**src/rtl/mem_ctrl_pkg.sv**
```systemverilog
// Shared memory-controller types: command encoding, scheduler states, bank table entry,
// address geometry and a small width helper.
package mem_ctrl_pkg;

  localparam int unsigned BANK_GROUPS     = 2;
  localparam int unsigned BANKS_PER_GROUP = 4;
  localparam int unsigned ROW_BITS        = 8;
  localparam int unsigned COL_BITS        = 4;
  localparam int unsigned PADDR_BITS      = 19;
  localparam int unsigned BEATS           = 8;
  localparam int unsigned BEAT_BITS       = 64;

  localparam int unsigned BG_BITS   = $clog2(BANK_GROUPS);
  localparam int unsigned BA_BITS   = $clog2(BANKS_PER_GROUP);
  localparam int unsigned BANK_BITS = BG_BITS + BA_BITS;
  localparam int unsigned NUM_BANKS = BANK_GROUPS * BANKS_PER_GROUP;

  typedef logic [BEATS-1:0][BEAT_BITS-1:0] line_t;

  // Encoding is shared with command_sender; do not reorder.
  typedef enum logic [2:0] {
    CmdRead      = 3'b000,
    CmdWrite     = 3'b001,
    CmdActivate  = 3'b010,
    CmdPrecharge = 3'b011
  } mem_cmd_e;

  typedef enum logic [2:0] {
    StIdle,
    StPre,
    StPreWait,
    StAct,
    StActWait,
    StCas,
    StBusWait
  } sched_state_e;

  typedef struct packed {
    logic                valid;
    logic [ROW_BITS-1:0] row;
  } bank_entry_t;

  function automatic int unsigned max3(int unsigned a, int unsigned b, int unsigned c);
    int unsigned m;
    m = (a > b) ? a : b;
    return (m > c) ? m : c;
  endfunction

endpackage

```
**src/rtl/bank_cmd_scheduler_if.sv**
```systemverilog
// Request and command bundle of the bank command scheduler.
interface bank_cmd_scheduler_if;
  import mem_ctrl_pkg::*;

  logic                    req_valid_in;
  logic                    req_ready_out;
  logic                    req_write_in;
  logic [PADDR_BITS-1:0]   req_addr_in;
  line_t                   req_wdata_in;
  logic                    cmd_valid_out;
  mem_cmd_e                cmd_out;
  logic [BG_BITS-1:0]      bg_out;
  logic [BA_BITS-1:0]      ba_out;
  logic [ROW_BITS-1:0]     row_out;
  logic [COL_BITS-1:0]     col_out;
  line_t                   wdata_out;

  // Requester side.
  modport master (
    output req_valid_in, req_write_in, req_addr_in, req_wdata_in,
    input  req_ready_out, cmd_valid_out, cmd_out, bg_out, ba_out, row_out, col_out, wdata_out
  );

  // Scheduler side.
  modport slave (
    input  req_valid_in, req_write_in, req_addr_in, req_wdata_in,
    output req_ready_out, cmd_valid_out, cmd_out, bg_out, ba_out, row_out, col_out, wdata_out
  );

endinterface

```
**src/rtl/address_parser.sv**
```systemverilog
// Splits a byte address into column, bank, bank group and row fields.
module address_parser
  import mem_ctrl_pkg::*;
(
  input  logic [PADDR_BITS-1:0] addr_in,
  output logic [ROW_BITS-1:0]   row_out,
  output logic [COL_BITS-1:0]   col_out,
  output logic [BA_BITS-1:0]    ba_out,
  output logic [BG_BITS-1:0]    bg_out
);

  localparam int unsigned COL_LSB = 3;
  localparam int unsigned BA_LSB  = COL_LSB + COL_BITS;
  localparam int unsigned BG_LSB  = BA_LSB + BA_BITS;
  localparam int unsigned ROW_LSB = BG_LSB + BG_BITS;

  assign col_out = addr_in[BA_LSB-1:COL_LSB];
  assign ba_out  = addr_in[BG_LSB-1:BA_LSB];
  assign bg_out  = addr_in[ROW_LSB-1:BG_LSB];
  assign row_out = addr_in[ROW_LSB+ROW_BITS-1:ROW_LSB];

  // Byte offset within a beat and the top address bit carry no DRAM coordinate.
  logic unused_addr_bits;
  assign unused_addr_bits = ^{addr_in[PADDR_BITS-1:ROW_LSB+ROW_BITS], addr_in[COL_LSB-1:0]};

endmodule

```
**src/rtl/bank_cmd_scheduler.sv**
```systemverilog
// Open-page command scheduler: one request at a time, PRE/ACT/CAS with bank timing,
// then holds off until the data burst of the CAS has left the bus.
module bank_cmd_scheduler
  import mem_ctrl_pkg::*;
#(
  parameter int unsigned CAS_LATENCY        = 22,
  parameter int unsigned ACTIVATION_LATENCY = 8,
  parameter int unsigned PRECHARGE_LATENCY  = 5,
  parameter int unsigned BURST_CYCLES       = 8
) (
  input logic                 clk_in,
  input logic                 rst_in,
  bank_cmd_scheduler_if.slave bus
);

  localparam int unsigned RD_WAIT  = CAS_LATENCY + BURST_CYCLES;
  localparam int unsigned CNT_BITS =
      $clog2(max3(RD_WAIT, ACTIVATION_LATENCY, PRECHARGE_LATENCY) + 1);

  sched_state_e state_q, state_d;
  logic [CNT_BITS-1:0] cnt_q, cnt_d;

  logic                write_q;
  logic [ROW_BITS-1:0] row_q;
  logic [COL_BITS-1:0] col_q;
  logic [BA_BITS-1:0]  ba_q;
  logic [BG_BITS-1:0]  bg_q;
  line_t               wdata_q;

  bank_entry_t [NUM_BANKS-1:0] table_q;

  logic                cmd_valid_q;
  mem_cmd_e            cmd_q;
  logic [BG_BITS-1:0]  cmd_bg_q;
  logic [BA_BITS-1:0]  cmd_ba_q;
  logic [ROW_BITS-1:0] cmd_row_q;
  logic [COL_BITS-1:0] cmd_col_q;

  logic [ROW_BITS-1:0] p_row;
  logic [COL_BITS-1:0] p_col;
  logic [BA_BITS-1:0]  p_ba;
  logic [BG_BITS-1:0]  p_bg;

  address_parser u_address_parser (
    .addr_in (bus.req_addr_in),
    .row_out (p_row),
    .col_out (p_col),
    .ba_out  (p_ba),
    .bg_out  (p_bg)
  );

  logic accept;
  assign accept = (state_q == StIdle) && bus.req_valid_in;

  // While idle the live request is decoded; afterwards the latched copy is used.
  logic                idle;
  logic                cur_write;
  logic [ROW_BITS-1:0] cur_row;
  logic [COL_BITS-1:0] cur_col;
  logic [BA_BITS-1:0]  cur_ba;
  logic [BG_BITS-1:0]  cur_bg;
  logic [BANK_BITS-1:0] bank_idx;
  bank_entry_t         cur_entry;

  assign idle      = (state_q == StIdle);
  assign cur_write = idle ? bus.req_write_in : write_q;
  assign cur_row   = idle ? p_row : row_q;
  assign cur_col   = idle ? p_col : col_q;
  assign cur_ba    = idle ? p_ba  : ba_q;
  assign cur_bg    = idle ? p_bg  : bg_q;
  assign bank_idx  = {cur_bg, cur_ba};
  assign cur_entry = table_q[bank_idx];

  logic                issue;
  mem_cmd_e            issue_cmd;
  logic [ROW_BITS-1:0] issue_row;
  mem_cmd_e            cas_cmd;

  assign cas_cmd = cur_write ? CmdWrite : CmdRead;

  always_comb begin
    state_d   = state_q;
    cnt_d     = cnt_q;
    issue     = 1'b0;
    issue_cmd = CmdRead;
    issue_row = cur_row;
    unique case (state_q)
      StIdle: begin
        if (accept) begin
          issue = 1'b1;
          if (!cur_entry.valid) begin
            state_d   = StAct;
            issue_cmd = CmdActivate;
          end else if (cur_entry.row == cur_row) begin
            state_d   = StCas;
            issue_cmd = cas_cmd;
          end else begin
            // Precharge closes the row that is currently open.
            state_d   = StPre;
            issue_cmd = CmdPrecharge;
            issue_row = cur_entry.row;
          end
        end
      end
      StPre: begin
        state_d = StPreWait;
        cnt_d   = CNT_BITS'(PRECHARGE_LATENCY - 1);
      end
      StPreWait: begin
        if (cnt_q == CNT_BITS'(1)) begin
          state_d   = StAct;
          issue     = 1'b1;
          issue_cmd = CmdActivate;
        end else begin
          cnt_d = cnt_q - CNT_BITS'(1);
        end
      end
      StAct: begin
        state_d = StActWait;
        cnt_d   = CNT_BITS'(ACTIVATION_LATENCY - 1);
      end
      StActWait: begin
        if (cnt_q == CNT_BITS'(1)) begin
          state_d   = StCas;
          issue     = 1'b1;
          issue_cmd = cas_cmd;
        end else begin
          cnt_d = cnt_q - CNT_BITS'(1);
        end
      end
      StCas: begin
        state_d = StBusWait;
        cnt_d   = write_q ? CNT_BITS'(BURST_CYCLES - 1) : CNT_BITS'(RD_WAIT - 1);
      end
      StBusWait: begin
        if (cnt_q == CNT_BITS'(1)) begin
          state_d = StIdle;
        end else begin
          cnt_d = cnt_q - CNT_BITS'(1);
        end
      end
      default: state_d = StIdle;
    endcase
  end

  always_ff @(posedge clk_in or posedge rst_in) begin
    if (rst_in) begin
      state_q     <= StIdle;
      cnt_q       <= '0;
      write_q     <= 1'b0;
      row_q       <= '0;
      col_q       <= '0;
      ba_q        <= '0;
      bg_q        <= '0;
      wdata_q     <= '0;
      table_q     <= '0;
      cmd_valid_q <= 1'b0;
      cmd_q       <= CmdRead;
      cmd_bg_q    <= '0;
      cmd_ba_q    <= '0;
      cmd_row_q   <= '0;
      cmd_col_q   <= '0;
    end else begin
      state_q     <= state_d;
      cnt_q       <= cnt_d;
      cmd_valid_q <= issue;
      if (accept) begin
        write_q <= bus.req_write_in;
        row_q   <= p_row;
        col_q   <= p_col;
        ba_q    <= p_ba;
        bg_q    <= p_bg;
        if (bus.req_write_in) begin
          wdata_q <= bus.req_wdata_in;
        end
      end
      if (issue) begin
        cmd_q     <= issue_cmd;
        cmd_bg_q  <= cur_bg;
        cmd_ba_q  <= cur_ba;
        cmd_row_q <= issue_row;
        cmd_col_q <= cur_col;
        if (issue_cmd == CmdPrecharge) begin
          table_q[bank_idx].valid <= 1'b0;
        end else if (issue_cmd == CmdActivate) begin
          table_q[bank_idx].valid <= 1'b1;
          table_q[bank_idx].row   <= cur_row;
        end
      end
    end
  end

  assign bus.req_ready_out = idle;
  assign bus.cmd_valid_out = cmd_valid_q;
  assign bus.cmd_out       = cmd_q;
  assign bus.bg_out        = cmd_bg_q;
  assign bus.ba_out        = cmd_ba_q;
  assign bus.row_out       = cmd_row_q;
  assign bus.col_out       = cmd_col_q;
  assign bus.wdata_out     = wdata_q;

endmodule
```
**src/flat_wrapper.sv**
```systemverilog
// flat-port wrapper written by rule: the top's interface ports become plain ports
module bank_cmd_scheduler_flat import mem_ctrl_pkg::*;
#(
  parameter int unsigned CAS_LATENCY        = 22,
  parameter int unsigned ACTIVATION_LATENCY = 8,
  parameter int unsigned PRECHARGE_LATENCY  = 5,
  parameter int unsigned BURST_CYCLES       = 8
)
  (clk_in, rst_in, bus_req_valid_in, bus_req_write_in, bus_req_addr_in, bus_req_wdata_in, bus_req_ready_out, bus_cmd_valid_out, bus_cmd_out, bus_bg_out, bus_ba_out, bus_row_out, bus_col_out, bus_wdata_out);
  bank_cmd_scheduler_if bus_i ();
  input logic clk_in;
  input logic rst_in;
  input wire logic [$bits(bus_i.req_valid_in)-1:0] bus_req_valid_in;
  input wire logic [$bits(bus_i.req_write_in)-1:0] bus_req_write_in;
  input wire logic [$bits(bus_i.req_addr_in)-1:0] bus_req_addr_in;
  input wire logic [$bits(bus_i.req_wdata_in)-1:0] bus_req_wdata_in;
  output wire logic [$bits(bus_i.req_ready_out)-1:0] bus_req_ready_out;
  output wire logic [$bits(bus_i.cmd_valid_out)-1:0] bus_cmd_valid_out;
  output wire logic [$bits(bus_i.cmd_out)-1:0] bus_cmd_out;
  output wire logic [$bits(bus_i.bg_out)-1:0] bus_bg_out;
  output wire logic [$bits(bus_i.ba_out)-1:0] bus_ba_out;
  output wire logic [$bits(bus_i.row_out)-1:0] bus_row_out;
  output wire logic [$bits(bus_i.col_out)-1:0] bus_col_out;
  output wire logic [$bits(bus_i.wdata_out)-1:0] bus_wdata_out;
  assign bus_i.req_valid_in = bus_req_valid_in;
  assign bus_i.req_write_in = bus_req_write_in;
  assign bus_i.req_addr_in = bus_req_addr_in;
  assign bus_i.req_wdata_in = bus_req_wdata_in;
  assign bus_req_ready_out = bus_i.req_ready_out;
  assign bus_cmd_valid_out = bus_i.cmd_valid_out;
  assign bus_cmd_out = bus_i.cmd_out;
  assign bus_bg_out = bus_i.bg_out;
  assign bus_ba_out = bus_i.ba_out;
  assign bus_row_out = bus_i.row_out;
  assign bus_col_out = bus_i.col_out;
  assign bus_wdata_out = bus_i.wdata_out;
  bank_cmd_scheduler #(.CAS_LATENCY(CAS_LATENCY), .ACTIVATION_LATENCY(ACTIVATION_LATENCY), .PRECHARGE_LATENCY(PRECHARGE_LATENCY), .BURST_CYCLES(BURST_CYCLES)) u_core (.clk_in(clk_in), .rst_in(rst_in), .bus(bus_i));
endmodule
```
**config.mk**
```make
export PLATFORM = sky130hd
export DESIGN_NAME = bank_cmd_scheduler_flat
export DESIGN_NICKNAME = d
export VERILOG_FILES = /design/src/rtl/mem_ctrl_pkg.sv /design/src/rtl/bank_cmd_scheduler_if.sv /design/src/rtl/address_parser.sv /design/src/rtl/bank_cmd_scheduler.sv /design/src/flat_wrapper.sv
export SDC_FILE = /design/constraint.sdc
export NUM_CORES = 1
export LEC_CHECK = 0
export CORE_AREA = 10 10 409 411
export DETAILED_ROUTE_END_ITERATION = 8
export DIE_AREA = 0 0 419 421
export GPL_TIMING_DRIVEN = 0
export PLACE_DENSITY = 0.34
export SLEW_MARGIN = 20
export SYNTH_ARGS = -nofsm -noshare
export SYNTH_HDL_FRONTEND = slang
export SYNTH_HIERARCHICAL = 1
export SYNTH_SLANG_ARGS = --single-unit
```
**constraint.sdc**
```tcl
create_clock -name clk_in -period 31.8 [get_ports clk_in]
set_clock_uncertainty 0.2 [all_clocks]
set_input_delay 6.36 -clock clk_in [delete_from_list [all_inputs] [get_ports clk_in]]
set_output_delay 6.36 -clock clk_in [all_outputs]
set_load 0.1 [all_outputs]
```
**Word level (Yosys, flattened, before mapping)**

Cells that the tools add are included.

- RAM bits: 0
- ROM bits: 0
- Logic and storage cells: 106
- Bits in latches: 0
- Bits in registers: 627
- Memories: 0

- Reduce and logical (&&, ||, !) cells: 11
- Mux-type cells: 40
- Shift-type cells: 0
- Eq/ne operators: 15
- Bitwise gates (word level): 0
- Multiply operators: 0
- Add/subtract/negate cells: 1
- Magnitude comparators: 2
- Divide/modulo/power cells: 0

Operators with widths:

| kind | number |
|---|---|
| bitwise mux 72 bit | 3 |
| 2-to-1 mux 72 bit | 2 |
| demux 9 bit (select 3 bit) | 2 |
| 2-to-1 mux 8 bit | 6 |
| 2-to-1 mux 3 bit | 10 |
| binary-select mux 9 bit (select 3 bit) | 1 |
| one-hot mux 3 bit (7 select lines) | 1 |
| one-hot mux 5 bit (4 select lines) | 1 |
| 2-to-1 mux 9 bit | 2 |
| == test 3 x 2 -> 1 bit (second input constant) | 4 |
| 2-to-1 mux 5 bit | 2 |
| == test 3 bit (second input constant) | 3 |
| one-hot mux 3 bit (3 select lines) | 1 |
| == test 8 bit | 1 |
| != test 2 x 1 -> 1 bit (second input constant) | 4 |
| AND reduction 2 bit | 3 |
| == test 5 x 1 -> 1 bit (second input constant) | 1 |
| 2-to-1 mux 1 bit | 5 |
| subtractor 5 x 1 -> 5 bit (second input constant) | 1 |
| < comparator 3 x 4 -> 1 bit (second input constant) | 1 |
| 2-to-1 mux 2 bit | 2 |
| 2-to-1 mux 4 bit | 1 |
| AND reduction 4 bit | 1 |
| nonzero test 4 bit | 1 |
| 9 further kinds | 10 |

**Depth between registers and ports, before layout**

Gate-level depths: netlist of run 1.

- Word-level depth: 12
- Gate-level depth with buffers: 11

**Modules after synthesis**

Netlist of run 1, hierarchy kept.

Modules (own cells, without submodules):

| module | sequential area each (um2) | cells each | times used | area each (um2) |
|---|---|---|---|---|
| bank_cmd_scheduler | 15665.0 | 1676 | 1 | 25542.0 |
| address_parser | 0.0 | 15 | 1 | 112.6 |

**Worst setup path after synthesis of run 1**

Ideal clock, no wire load.

- Path type: in2reg
- From: in bus_req_addr_in[7]
- To: reg u_core.cmd_row_q[7], in the netlist u_core/bus.row_out[7]
- Slack: 22819 ps
- Setup time: 126 ps
- Buffers on the path: 4
- Arrival: 8655 ps
- Stages: 11
- Path through: buf_4 buf_6 buf_6 mux4_2 xnor2_1 nand4_1 nor3_1 or4_4 buf_6 o21a_4 a221o_1

- Cells in the longest elaborated chain, start to end: 8

Ends and longest elaborated chain:

| element | line | source |
|---|---|---|
| from (decl) | flat_wrapper.sv:15 | `input wire logic [$bits(bus_i.req_addr_in)-1:0] bus_req_addr_in;` |
| 2-to-1 mux 2 bit (*) | bank_cmd_scheduler.sv:69 | `assign cur_ba = idle ? p_ba : ba_q;` |
| binary-select mux 9 bit (select 3 bit) (*) | bank_cmd_scheduler.sv:72 | `assign cur_entry = table_q[bank_idx];` |
| 2-to-1 mux 9 bit (implied by the code) (*) | bank_cmd_scheduler.sv:72 |  |
| == test 8 bit | bank_cmd_scheduler.sv:94 | `end else if (cur_entry.row == cur_row) begin` |
| 2-to-1 mux 8 bit | bank_cmd_scheduler.sv:94 |  |
| 2-to-1 mux 8 bit (*) | bank_cmd_scheduler.sv:91 | `if (!cur_entry.valid) begin` |
| 2-to-1 mux 8 bit (*) | bank_cmd_scheduler.sv:89 | `if (accept) begin` |
| 2-to-1 mux 8 bit (*) | bank_cmd_scheduler.sv:87 | `unique case (state_q)` |
| to (signal assigned) | bank_cmd_scheduler.sv:181 | `cmd_row_q <= issue_row;` |
| to (decl) | bank_cmd_scheduler.sv:36 | `logic [ROW_BITS-1:0] cmd_row_q;` |

Mark *: on every way between the ends. The rest lies on a longest branch, timed or not. The select of a mux whose other input is x is not followed.
A chain may end at the register's enable or synchronous reset.

**Final worst setup path of run 1**

- From: reg u_core.state_q[1]
- To: out bus_req_ready_out

- Cells in the longest elaborated chain, start to end: 1

Ends and longest elaborated chain:

| element | line | source |
|---|---|---|
| from (decl) | bank_cmd_scheduler.sv:20 | `sched_state_e state_q, state_d;` |
| from (signal assigned) | bank_cmd_scheduler.sv:148 | `state_q <= StIdle;` |
| from (signal assigned) | bank_cmd_scheduler.sv:164 | `state_q <= state_d;` |
| logical NOT 3 bit | bank_cmd_scheduler.sv:65 | `assign idle = (state_q == StIdle);` |
| to (decl) | flat_wrapper.sv:17 | `output wire logic [$bits(bus_i.req_ready_out)-1:0] bus_req_ready_out;` |

No other way between the ends.

==> results.rst, run 1 <==
.. list-table::
   :header-rows: 1

   * - Metric
     - Value
   * - Met3 wirelength from detailed routing
     - between 10000 and 15000 um
   * - Worst path buffer plus inverter count
     - 4
   * - Relative slew margins
     - 0.2092
   * - Least-Margin Pin Slew
     - around 1.2 ns
   * - DRC errors left
     - 0
   * - Final instance count without filler cells
     - 5000
   * - Gate count after technology mapping
     - about 1700
   * - Top sig layer
     - met5
   * - Post-synthesis cell area
     - between 0.02 and 0.03 mm2
   * - Post-layout min period
     - 10.30 ns
   * - Synthesis-to-layout area growth
     - 62.96%
   * - Share of synthesized area occupied by flip-flops and latches
     - 0.6106
   * - Boundary Pins
     - about 1100
   * - Final HPWL DP
     - around 120000 um
   * - Via Count
     - between 15000 and 20000
   * - Setup Buffers After CTS
     - 0
   * - Slowest stage delay, CP
     - around 1.3 ns
   * - Number of clock sinks
     - between 600 and 700
   * - Number of levels in the clock H-tree
     - 3
   * - Clock Tree Buf Depth
     - 3
   * - Worst Setup Path Type
     - reg -> out
   * - Syn_area_per_cell
     - around 15 um2
   * - Width of the die
     - about 420 um
   * - Post-synth top flop
     - sky130_fd_sc_hd__dfrtp_1
   * - Port-buffer cells
     - between 1000 and 1500
   * - Global router's overall resource usage
     - 0.1586
   * - CP Launch Type
     - register
   * - Clock insertion delay at the later pin of the skew report
     - about 0.68 ns
   * - Fraction of registers with async set or reset after synthesis
     - 1.000
   * - Status
     - finished clean
   * - Cell types with the largest area share after synthesis
     - sky130_fd_sc_hd__dfrtp_1 61%, sky130_fd_sc_hd__mux2_2 25%, sky130_fd_sc_hd__mux4_2 3.1%
   * - Placed insts
     - just under 5000
   * - Total congestion overflow after global routing
     - 0
   * - Net count of the mapped netlist
     - about 2200
   * - TritonCTS buffer count
     - between 80 and 90
   * - Gpl congestion
     - roughly 0.84
   * - Vias per inst
     - just under 4
   * - Final setup fails
     - 0
   * - Clock tree from TritonCTS
     - built
   * - Final Net Count
     - approximately 3400
   * - Slowest cell on crit path
     - sky130_fd_sc_hd__clkdlybuf4s50_1
   * - Cell-by-cell listing of the critical path
     - or3_1 -> buf_2 -> inv_1 -> clkbuf_1 -> clkdlybuf4s50_1
   * - Number of antenna violations at the first check in global routing
     - a little over 50
   * - Effective utilization at floorplan
     - 0.1609
   * - Area fraction of the dominant cell type after synthesis
     - 0.6106
   * - Area of the die
     - about 0.18 mm2
   * - Setup crit end kind
     - output port
   * - Number of synthesized register bits
     - approximately 630
   * - Routed metal-1 wire length
     - roughly 53000 um
   * - Number of violations of the max-capacitance limit
     - 0
   * - Data arrival time at the worst-slack endpoint
     - approximately 3.7 ns
   * - Layout cells sized above 1
     - 0.2951
   * - Min-Delay Path Class
     - reg -> reg
   * - Area used by multi-input combinational logic
     - 0.009410 mm2
   * - Placeable Area
     - about 0.16 mm2
   * - Die Ht
     - between 400 and 500 um
   * - Synth area leader
     - sky130_fd_sc_hd__dfrtp_1
   * - EDFF count, synth
     - 0
   * - Antenna-violating nets left
     - 0
   * - Routed len/inst
     - 28.82 um
   * - Via count of the first global-routing pass
     - about 21000
   * - Endpoint required time on the critical path
     - about 25 ns
   * - Hold_buf cts
     - 0
   * - Cell row count
     - roughly 150
   * - Final count of pins violating max slew
     - 0
   * - Register area
     - around 0.016 mm2
   * - Largest fanout of any net on the critical path
     - 10
   * - Yosys warnings
     - 6
   * - Root buf cell
     - sky130_fd_sc_hd__clkbuf_16
   * - Count of endpoints failing hold in the final timing report
     - 0
   * - First-pass iteration count of the detailed router
     - 6
   * - Clock transition at path regs
     - around 0.050 ns
   * - 1st-iter DRT viols
     - 772
   * - # resized after CTS
     - 0
   * - Wire length of the first global-routing pass
     - 194400 um
   * - Cell family with the largest share of critical-path delay
     - buffers and inverters
   * - Filler instances
     - ~16000
   * - Setup repair after global routing missed its margin
     - no
   * - Aggregate routed wire length
     - between 100000 and 150000 um
   * - Maximum number of pins on one net before global-route repair
     - 97
   * - Met2 layer wire length in the routed design
     - 77470 um
   * - Number of library cell types mapped by synthesis
     - 55
   * - Final cycle utilization of the critical path
     - 0.3240
   * - Highest clock rate
     - 97.06 MHz
[per-stage QoR]
| stage | hold WS (ns) | TNS (ns) | utilization | setup WS, ns | area [um2] |
|---|---|---|---|---|---|
| CTS | 0.2775 | 0 | 0.2621 | 21.43 | 41800 |
| floorplan | 0.2455 | 0 | - | 7.708 | 25650 |
| detailed placement | 0.2634 | 0 | 0.2428 | 21.71 | 38720 |
| finish | 0.2814 | 0 | 0.2622 | 21.50 | 41810 |
| global route | 0.2997 | 0 | 0.2621 | 21.33 | 41800 |
| global placement | 0.2717 | -1148.77 | 0.2429 | -1.962 | 38730 |
[cell usage after synthesis (10+ instances only)]
cell type	n
sky130_fd_sc_hd__nand2_1	111
sky130_fd_sc_hd__nand2b_1	11
sky130_fd_sc_hd__dfrtp_1	626
sky130_fd_sc_hd__buf_4	18
sky130_fd_sc_hd__xnor2_1	23
sky130_fd_sc_hd__nor3_1	10
sky130_fd_sc_hd__and3_1	10
sky130_fd_sc_hd__clkbuf_1	72
sky130_fd_sc_hd__nor2_1	29
sky130_fd_sc_hd__mux4_2	35
sky130_fd_sc_hd__o21ai_0	18
sky130_fd_sc_hd__xor2_1	11
sky130_fd_sc_hd__mux2_2	576
sky130_fd_sc_hd__inv_1	12
sky130_fd_sc_hd__buf_2	14
[placed cells by master, fill, tap and decap left out, types with 3 or more instances in the layout]
cell type	n
sky130_fd_sc_hd__and2_1	3
sky130_fd_sc_hd__nand3_1	8
sky130_fd_sc_hd__clkbuf_16	88
sky130_fd_sc_hd__buf_16	7
sky130_fd_sc_hd__diode_2	7
sky130_fd_sc_hd__mux4_2	35
sky130_fd_sc_hd__a2111oi_0	7
sky130_fd_sc_hd__xnor2_1	23
sky130_fd_sc_hd__nand2_1	110
sky130_fd_sc_hd__nand2b_1	11
sky130_fd_sc_hd__xor2_1	11
sky130_fd_sc_hd__a221o_1	8
sky130_fd_sc_hd__clkbuf_1	94
sky130_fd_sc_hd__nand4_1	3
sky130_fd_sc_hd__a31oi_1	7
sky130_fd_sc_hd__buf_2	63
sky130_fd_sc_hd__bufinv_16	8
sky130_fd_sc_hd__mux2i_1	7
sky130_fd_sc_hd__clkdlybuf4s50_1	996
sky130_fd_sc_hd__mux4_1	9
sky130_fd_sc_hd__o31ai_1	3
sky130_fd_sc_hd__dfrtp_1	626
sky130_fd_sc_hd__nor2_1	29
sky130_fd_sc_hd__nor2b_1	3
sky130_fd_sc_hd__o22a_1	4
sky130_fd_sc_hd__clkinv_2	14
sky130_fd_sc_hd__mux2_2	576
sky130_fd_sc_hd__buf_4	19
sky130_fd_sc_hd__clkbuf_8	20
sky130_fd_sc_hd__clkinv_16	6
sky130_fd_sc_hd__a21oi_1	9
sky130_fd_sc_hd__inv_1	11
sky130_fd_sc_hd__buf_6	4
sky130_fd_sc_hd__and3_1	10
sky130_fd_sc_hd__a32oi_1	7
sky130_fd_sc_hd__o21ai_0	18
sky130_fd_sc_hd__nor3_1	9
[layer usage]
layer,up-vias,global-route usage
li1,8319,-
met1,10050,0.1690
met2,655,0.2975
met3,204,0.05706
met4,18,0.03114
met5,-,0
[worst min-delay path, cell delays in order, from the launching register on]
cell and delay, ns:
sky130_fd_sc_hd__dfrtp_1 0.34, sky130_fd_sc_hd__nand2_1 0.05, sky130_fd_sc_hd__nand2_1 0.05
[logic make-up (layout without fill, tap and decap cells)]
kind of cell,Yosys count,in the layout,share of synthesized area
AND/OR/NAND/NOR,201,201,0.03555
flip-flops,626,626,0.6106
other,1,8,0.0001462
XOR/XNOR,34,34,0.01161
buffers and inverters,123,1339,0.02312
adder cells (fa/ha/maj),2,2,0.0009753
multiplexers,628,628,0.2960
AO/OA/AOI/OAI,76,76,0.02195
[layout make-up]
class	count	area share
diodes	7	0.0004190
plain buffers	110	0.01302
clock buffers	130	0.06123
clock inverters	32	0.01251
inverters	13	0.001347
multi-input cells	942	0.2251
flip-flops and latches	626	0.3747
well taps	2086	0.06243
repair buffers	1054	0.2492
[worst paths after layout]
check,depth (start not counted),start,to,slack [ns]
setup / recovery,5,u_core/state_q[1],bus_req_ready_out,21.50
hold / removal,2,u_core/col_q[1],u_core/col_q[1],0.28
setup reg to reg,7,u_core/state_q[1],u_core/bus.wdata_out[299],27.97
hold reg to reg,2,u_core/col_q[1],u_core/col_q[1],0.28
max in group asynchronous,5,rst_in,u_core/bus.wdata_out[343],23.74
min in group asynchronous,2,rst_in,u_core/cnt_q[3],5.88
[registers in the layout (all words and copies together) (netlist names), 2 cells and up]
register	count
u_core/ba_q	2
u_core/table_q	72
u_core/bus.cmd_out	2
u_core/bus.col_out	4
u_core/col_q	4
u_core/row_q	8
u_core/cnt_q	5
u_core/bus.ba_out	2
u_core/state_q	3
u_core/bus.wdata_out	512
u_core/bus.row_out	8
Power of run 1 is not shown: default switching activity piles up to over one toggle a cycle in this logic, so the estimate is an artifact.
==> run 2: changes to the inputs <==
==> constraint.sdc (replaced) <==
create_clock -name clk_in -period 9.5 [get_ports clk_in]
set_clock_uncertainty 0.2 [all_clocks]
set_input_delay 1.9 -clock clk_in [delete_from_list [all_inputs] [get_ports clk_in]]
set_output_delay 1.9 -clock clk_in [all_outputs]
set_load 0.1 [all_outputs]
==> results.rst, run 2 (synthesized netlist as in run 1, its figures left out) <==
.. list-table::
   :header-rows: 1

   * - Metric
     - Value
   * - Post-detailed-placement cell area
     - 0.03885 mm2
   * - CP Launch Type
     - register
   * - Port-buffer cells
     - around 1000
   * - Setup slack of the worst register-to-register path
     - ~5.8 ns
   * - Setup Buffers After CTS
     - 0
   * - Die Ht
     - 421 um
   * - Min-Delay Startpoint
     - u_core/col_q[3]
   * - Final count of pins violating max slew
     - 0
   * - Wire length of the first global-routing pass
     - 196600 um
   * - TritonCTS buffer count
     - 87
   * - Vias per inst
     - roughly 3.8
   * - Clock Tree Buf Depth
     - 3
   * - Setup TNS
     - 0 ns
   * - Via Count
     - between 15000 and 20000
   * - # resized after CTS
     - 0
   * - Area of the die
     - ~0.18 mm2
   * - Clock transition at path regs
     - roughly 0.050 ns
   * - Count of endpoints failing hold in the final timing report
     - 0
   * - 1st-iter DRT viols
     - between 900 and 1000
   * - Data arrival time at the worst-slack endpoint
     - between 3 and 4 ns
   * - Number of flip-flops under the largest register name
     - around 500
   * - Gpl congestion
     - 0.8257
   * - Width of the die
     - roughly 420 um
   * - Worst R2R Path Depth
     - 9
   * - Post-route standard cell area excluding fillers
     - 0.04176 mm2
   * - Largest fanout of any net on the critical path
     - 10
   * - Synthesis-to-layout area growth
     - 62.78%
   * - Least-Margin Pin Slew
     - approximately 1.2 ns
   * - Root buf cell
     - sky130_fd_sc_hd__clkbuf_16
   * - Boundary Pins
     - 1067
   * - FF-to-FF End
     - u_core/bus.row_out[7]
   * - RR Startpoint
     - u_core/state_q[1]
   * - Placeable Area
     - 0.1595 mm2
   * - Final cycle utilization of the critical path
     - 0.6052
   * - GR Util met3
     - 0.07392
   * - Status
     - finished clean
   * - Final HPWL DP
     - ~120000 um
   * - Global router's overall resource usage
     - 0.1619
   * - Setup crit end kind
     - output port
   * - Commonest cells after routing, fill and taps aside
     - 963 x sky130_fd_sc_hd__clkdlybuf4s50_1, 626 x sky130_fd_sc_hd__dfrtp_1, 576 x sky130_fd_sc_hd__mux2_2
   * - DRC errors left
     - 0
   * - Routed len/inst
     - just under 30 um
   * - Antenna-violating nets left
     - 0
   * - Number of antenna violations at the first check in global routing
     - 66
   * - Final Net Count
     - 3387
   * - Layout cells sized above 1
     - 0.3087
   * - Most common cell after layout, fill and taps aside
     - sky130_fd_sc_hd__clkdlybuf4s50_1
   * - Clock tree from TritonCTS
     - built
   * - Number of levels in the clock H-tree
     - 3
   * - Busiest metal layer after global routing
     - met2
   * - Number of violations of the max-capacitance limit
     - 0
   * - Min-Delay Path Class
     - reg -> reg
   * - GR Layer Usage met2
     - 0.3037
   * - Aggregate routed wire length
     - around 150000 um
   * - First-pass iteration count of the detailed router
     - 5
   * - Number of clock sinks
     - between 600 and 700
   * - Maximum number of pins on one net before global-route repair
     - 35
   * - Worst-case hold path end point
     - u_core/col_q[3]
   * - Relative slew margins
     - 0.2006
   * - Cell row count
     - 147
   * - Worst hold stages
     - 2
   * - Effective utilization at floorplan
     - 0.1609
   * - Endpoint required time on the critical path
     - approximately 7.4 ns
   * - Via count of the first global-routing pass
     - between 20000 and 25000
   * - Highest clock rate
     - 173.9 MHz
   * - Clock insertion delay at the later pin of the skew report
     - about 0.67 ns
   * - Total congestion overflow after global routing
     - 0
   * - Worst Setup Path Type
     - reg -> out
   * - Setup repair after global routing missed its margin
     - no
   * - Hold_buf cts
     - 0
   * - Final setup fails
     - 0
   * - Met1 usage
     - 0.1604
   * - Post-layout min period
     - about 5.7 ns
[run 2: stage by stage]
step	worst slack, ns	hold slack (ns)	cells	util
after CTS	3.635	0.2848	5001	0.2618
after global placement	-6.324	0.2780	4823	0.2429
after detailed placement	4.007	0.2726	4847	0.2437
after global routing	3.528	0.3016	5009	0.2618
after floorplan	-1.147	0.2455	1691	-
final	3.751	0.2770	5012	0.2619
[run 2: final cells by class]
cell class              instances  area [um2]
inverters                      13       52.55
repair buffers               1070       10560
well taps                    2086        2610
plain buffers                 110       545.5
diodes                         11       27.53
flip-flops and latches        626       15670
multi-input cells             942        9410
clock inverters                21       291.5
fillers                     16470      117700
clock buffers                 133        2601
[run 2: worst max path at each step]
stage	to	slack, ns	from	cells after the start
finish	bus_req_ready_out	3.75	u_core/state_q[1]	5
CTS	bus_req_ready_out	3.63	u_core/state_q[1]	5
global placement	u_core/bus.wdata_out[194]	-6.32	rst_in	2
detailed placement	u_core/bus.wdata_out[128]	4.01	bus_req_valid_in	8
global route	bus_req_ready_out	3.53	u_core/state_q[1]	5
floorplan	u_core/ba_q[0]	-1.15	rst_in	1
[run 2: routing by layer]
metal,vias to the layer above,wire (um),share of wire
li1,8360,-,-
met1,9957,49900,0.34
met2,669,79450,0.54
met3,233,14110,0.096
met4,30,2892,0.020
met5,-,185,0.0013
[run 2: worst max-delay path, stage by stage, from the launching register on]
cell and delay [ns]:
sky130_fd_sc_hd__dfrtp_1 0.44, sky130_fd_sc_hd__or3_1 0.37, sky130_fd_sc_hd__buf_2 0.22, sky130_fd_sc_hd__inv_1 0.15, sky130_fd_sc_hd__clkbuf_1 0.52, sky130_fd_sc_hd__clkdlybuf4s50_1 1.27
Power of run 2 is left out for the same reason.
==> run 3: changes to the inputs <==
--- a/config.mk
+++ b/config.mk
@@ -9,7 +9,7 @@
 export DETAILED_ROUTE_END_ITERATION = 8
 export DIE_AREA = 0 0 419 421
 export GPL_TIMING_DRIVEN = 0
-export PLACE_DENSITY = 0.34
+export PLACE_DENSITY = 0.36
 export SLEW_MARGIN = 20
 export SYNTH_ARGS = -nofsm -noshare
 export SYNTH_HDL_FRONTEND = slang
==> constraint.sdc (replaced) <==
create_clock -name clk_in -period 4.9 [get_ports clk_in]
set_clock_uncertainty 0.2 [all_clocks]
set_input_delay 0.98 -clock clk_in [delete_from_list [all_inputs] [get_ports clk_in]]
set_output_delay 0.98 -clock clk_in [all_outputs]
set_load 0.1 [all_outputs]
==> results.rst, run 3 (synthesized netlist as in run 1, its figures left out) <==
.. list-table::
   :header-rows: 1

   * - Metric
     - Value
   * - Via count of the first global-routing pass
     - around 22000
   * - Total congestion overflow after global routing
     - 0
   * - Area used by multi-input combinational logic
     - 0.009410 mm2
   * - CP Launch Type
     - register
   * - Clock Tree Buf Depth
     - 3
   * - Synthesis-to-layout area growth
     - 63.00%
   * - Endpoint required time on the critical path
     - 3.72 ns
   * - Clock tree from TritonCTS
     - built
   * - Maximum number of pins on one net before global-route repair
     - 35
   * - Number of clock sinks
     - approximately 630
   * - Slowest cell on crit path
     - sky130_fd_sc_hd__dlygate4sd2_1
   * - Most common cell after layout, fill and taps aside
     - sky130_fd_sc_hd__clkdlybuf4s50_1
   * - RR Startpoint
     - u_core/state_q[1]
   * - Number of antenna violations at the first check in global routing
     - 53
   * - Setup repair after global routing missed its margin
     - no
   * - Met3 wirelength from detailed routing
     - approximately 12000 um
   * - Slowest stage delay, CP
     - 0.94 ns
   * - Met2 layer wire length in the routed design
     - approximately 76000 um
   * - Clock insertion delay at the later pin of the skew report
     - ~0.66 ns
   * - 1st-iter DRT viols
     - around 800
   * - Post-route standard cell area excluding fillers
     - 0.04182 mm2
   * - Port-buffer cells
     - 1046
   * - Cell row count
     - 147
   * - Count of endpoints failing hold in the final timing report
     - 0
   * - Final count of pins violating max slew
     - 0
   * - Gpl congestion
     - roughly 0.86
   * - Largest fanout of any net on the critical path
     - 10
   * - Final design utilization
     - 0.2622
   * - Die Ht
     - between 400 and 500 um
   * - Top sig layer
     - met5
   * - Via Count
     - roughly 19000
   * - Clock transition at path regs
     - ~0.06 ns
   * - Worst path buffer plus inverter count
     - 4
   * - Number of levels in the clock H-tree
     - 3
   * - Vias per inst
     - between 3 and 4
   * - Hold_buf cts
     - 0
   * - Min-Delay Startpoint
     - u_core/col_q[2]
   * - Placeable Area
     - approximately 0.16 mm2
   * - Routed metal-1 wire length
     - roughly 51000 um
   * - Final setup fails
     - 0
   * - Root buf cell
     - sky130_fd_sc_hd__clkbuf_16
   * - Worst Setup Path Type
     - reg -> out
   * - Status
     - finished clean
   * - Register area
     - 0.01567 mm2
   * - Min-Delay Path Class
     - reg -> reg
   * - Cell-by-cell listing of the critical path
     - or3_1 -> buf_2 -> inv_1 -> clkbuf_1 -> dlygate4sd2_1
   * - Number of flip-flops under the largest register name
     - ~510
   * - Width of the die
     - 419 um
   * - DRC errors left
     - 0
   * - Area of the die
     - 0.1764 mm2
   * - First-pass iteration count of the detailed router
     - 5
   * - Commonest cells after routing, fill and taps aside
     - 969 x sky130_fd_sc_hd__clkdlybuf4s50_1, 626 x sky130_fd_sc_hd__dfrtp_1, 576 x sky130_fd_sc_hd__mux2_2
   * - Relative slew margins
     - 0.1817
   * - Boundary Pins
     - 1067
   * - Final HPWL DP
     - around 120000 um
   * - Post-detailed-placement cell area
     - about 0.039 mm2
   * - Setup crit end kind
     - output port
   * - Number of violations of the max-capacitance limit
     - 0
   * - Antenna-violating nets left
     - 0
   * - Setup TNS
     - 0 ns
   * - Data arrival time at the worst-slack endpoint
     - between 3 and 4 ns
   * - Wire length of the first global-routing pass
     - a little under 200000 um
   * - Layout cells sized above 1
     - 0.3063
   * - Cell family with the largest share of critical-path delay
     - buffers and inverters
   * - TritonCTS buffer count
     - 84
   * - Post-layout min period
     - ~4.5 ns
   * - Least-Margin Pin Slew
     - around 1.2 ns
   * - Crit path launch
     - u_core/state_q[1]
   * - Filler instances
     - between 15000 and 20000
   * - Effective utilization at floorplan
     - 0.1609
   * - Worst hold slack
     - 0.2822 ns
   * - Highest clock rate
     - between 200 and 250 MHz
   * - Final Net Count
     - 3384
   * - Final cycle utilization of the critical path
     - 0.9208
   * - Global router's overall resource usage
     - 0.1571
   * - Aggregate routed wire length
     - 142500 um
   * - Routed len/inst
     - ~28 um
==> run 3: final timing paths <==
path / depth (start not counted) / slack, ns / endpoint
max: 5 / 0.39 / bus_req_ready_out
min: 2 / 0.28 / u_core/col_q[2]
max reg2reg: 6 / 0.97 / u_core/bus.wdata_out[409]
min reg2reg: 2 / 0.28 / u_core/col_q[2]
max in group asynchronous: 13 / 1.22 / u_core/bus.wdata_out[24]
min in group asynchronous: 2 / 0.51 / u_core/bus.wdata_out[360]
==> run 3: final cells by class <==
class                   instances  area share
diodes                          8   0.0004787
plain buffers                 110     0.01305
clock buffers                 128     0.06023
clock inverters                23    0.009455
inverters                      13    0.001257
multi-input cells             942      0.2250
flip-flops and latches        626      0.3746
well taps                    2086     0.06242
repair buffers               1070      0.2535
==> run 3: per-layer routing <==
metal / vias up / global-route usage
met1: 10120 / 0.1656
met3: 202 / 0.05921
li1: 8378 / -
met2: 661 / 0.2926
met4: 20 / 0.03528
met5: - / 0
==> run 3: per-stage QoR <==
stage / worst slack (ns) / cells
after floorplan: -4.827 / 1691
after global placement: -9.851 / 4823
after detailed placement: 0.01976 / 4847
after CTS: 0.2871 / 4998
after global routing: 0.1920 / 5005
final: 0.3879 / 5006
==> run 3: what timing repair did <==
action | in CTS | in global routing
endpoints found under the hold margin | 0 | 0
buffers inserted | 0 | 0
resized for setup | 1 | 0
endpoints found under the setup margin | 1 | 0
==> run 3: worst reg2reg max path, cell delays in order, from the launching register on <==
cell                       delay (ns)
sky130_fd_sc_hd__dfrtp_1         0.45
sky130_fd_sc_hd__clkbuf_1        0.40
sky130_fd_sc_hd__nor3_2          0.23
sky130_fd_sc_hd__nand2_2         0.58
sky130_fd_sc_hd__clkbuf_1        0.81
sky130_fd_sc_hd__clkbuf_1        0.72
sky130_fd_sc_hd__mux2_2          0.42
Power of run 3 is left out for the same reason.
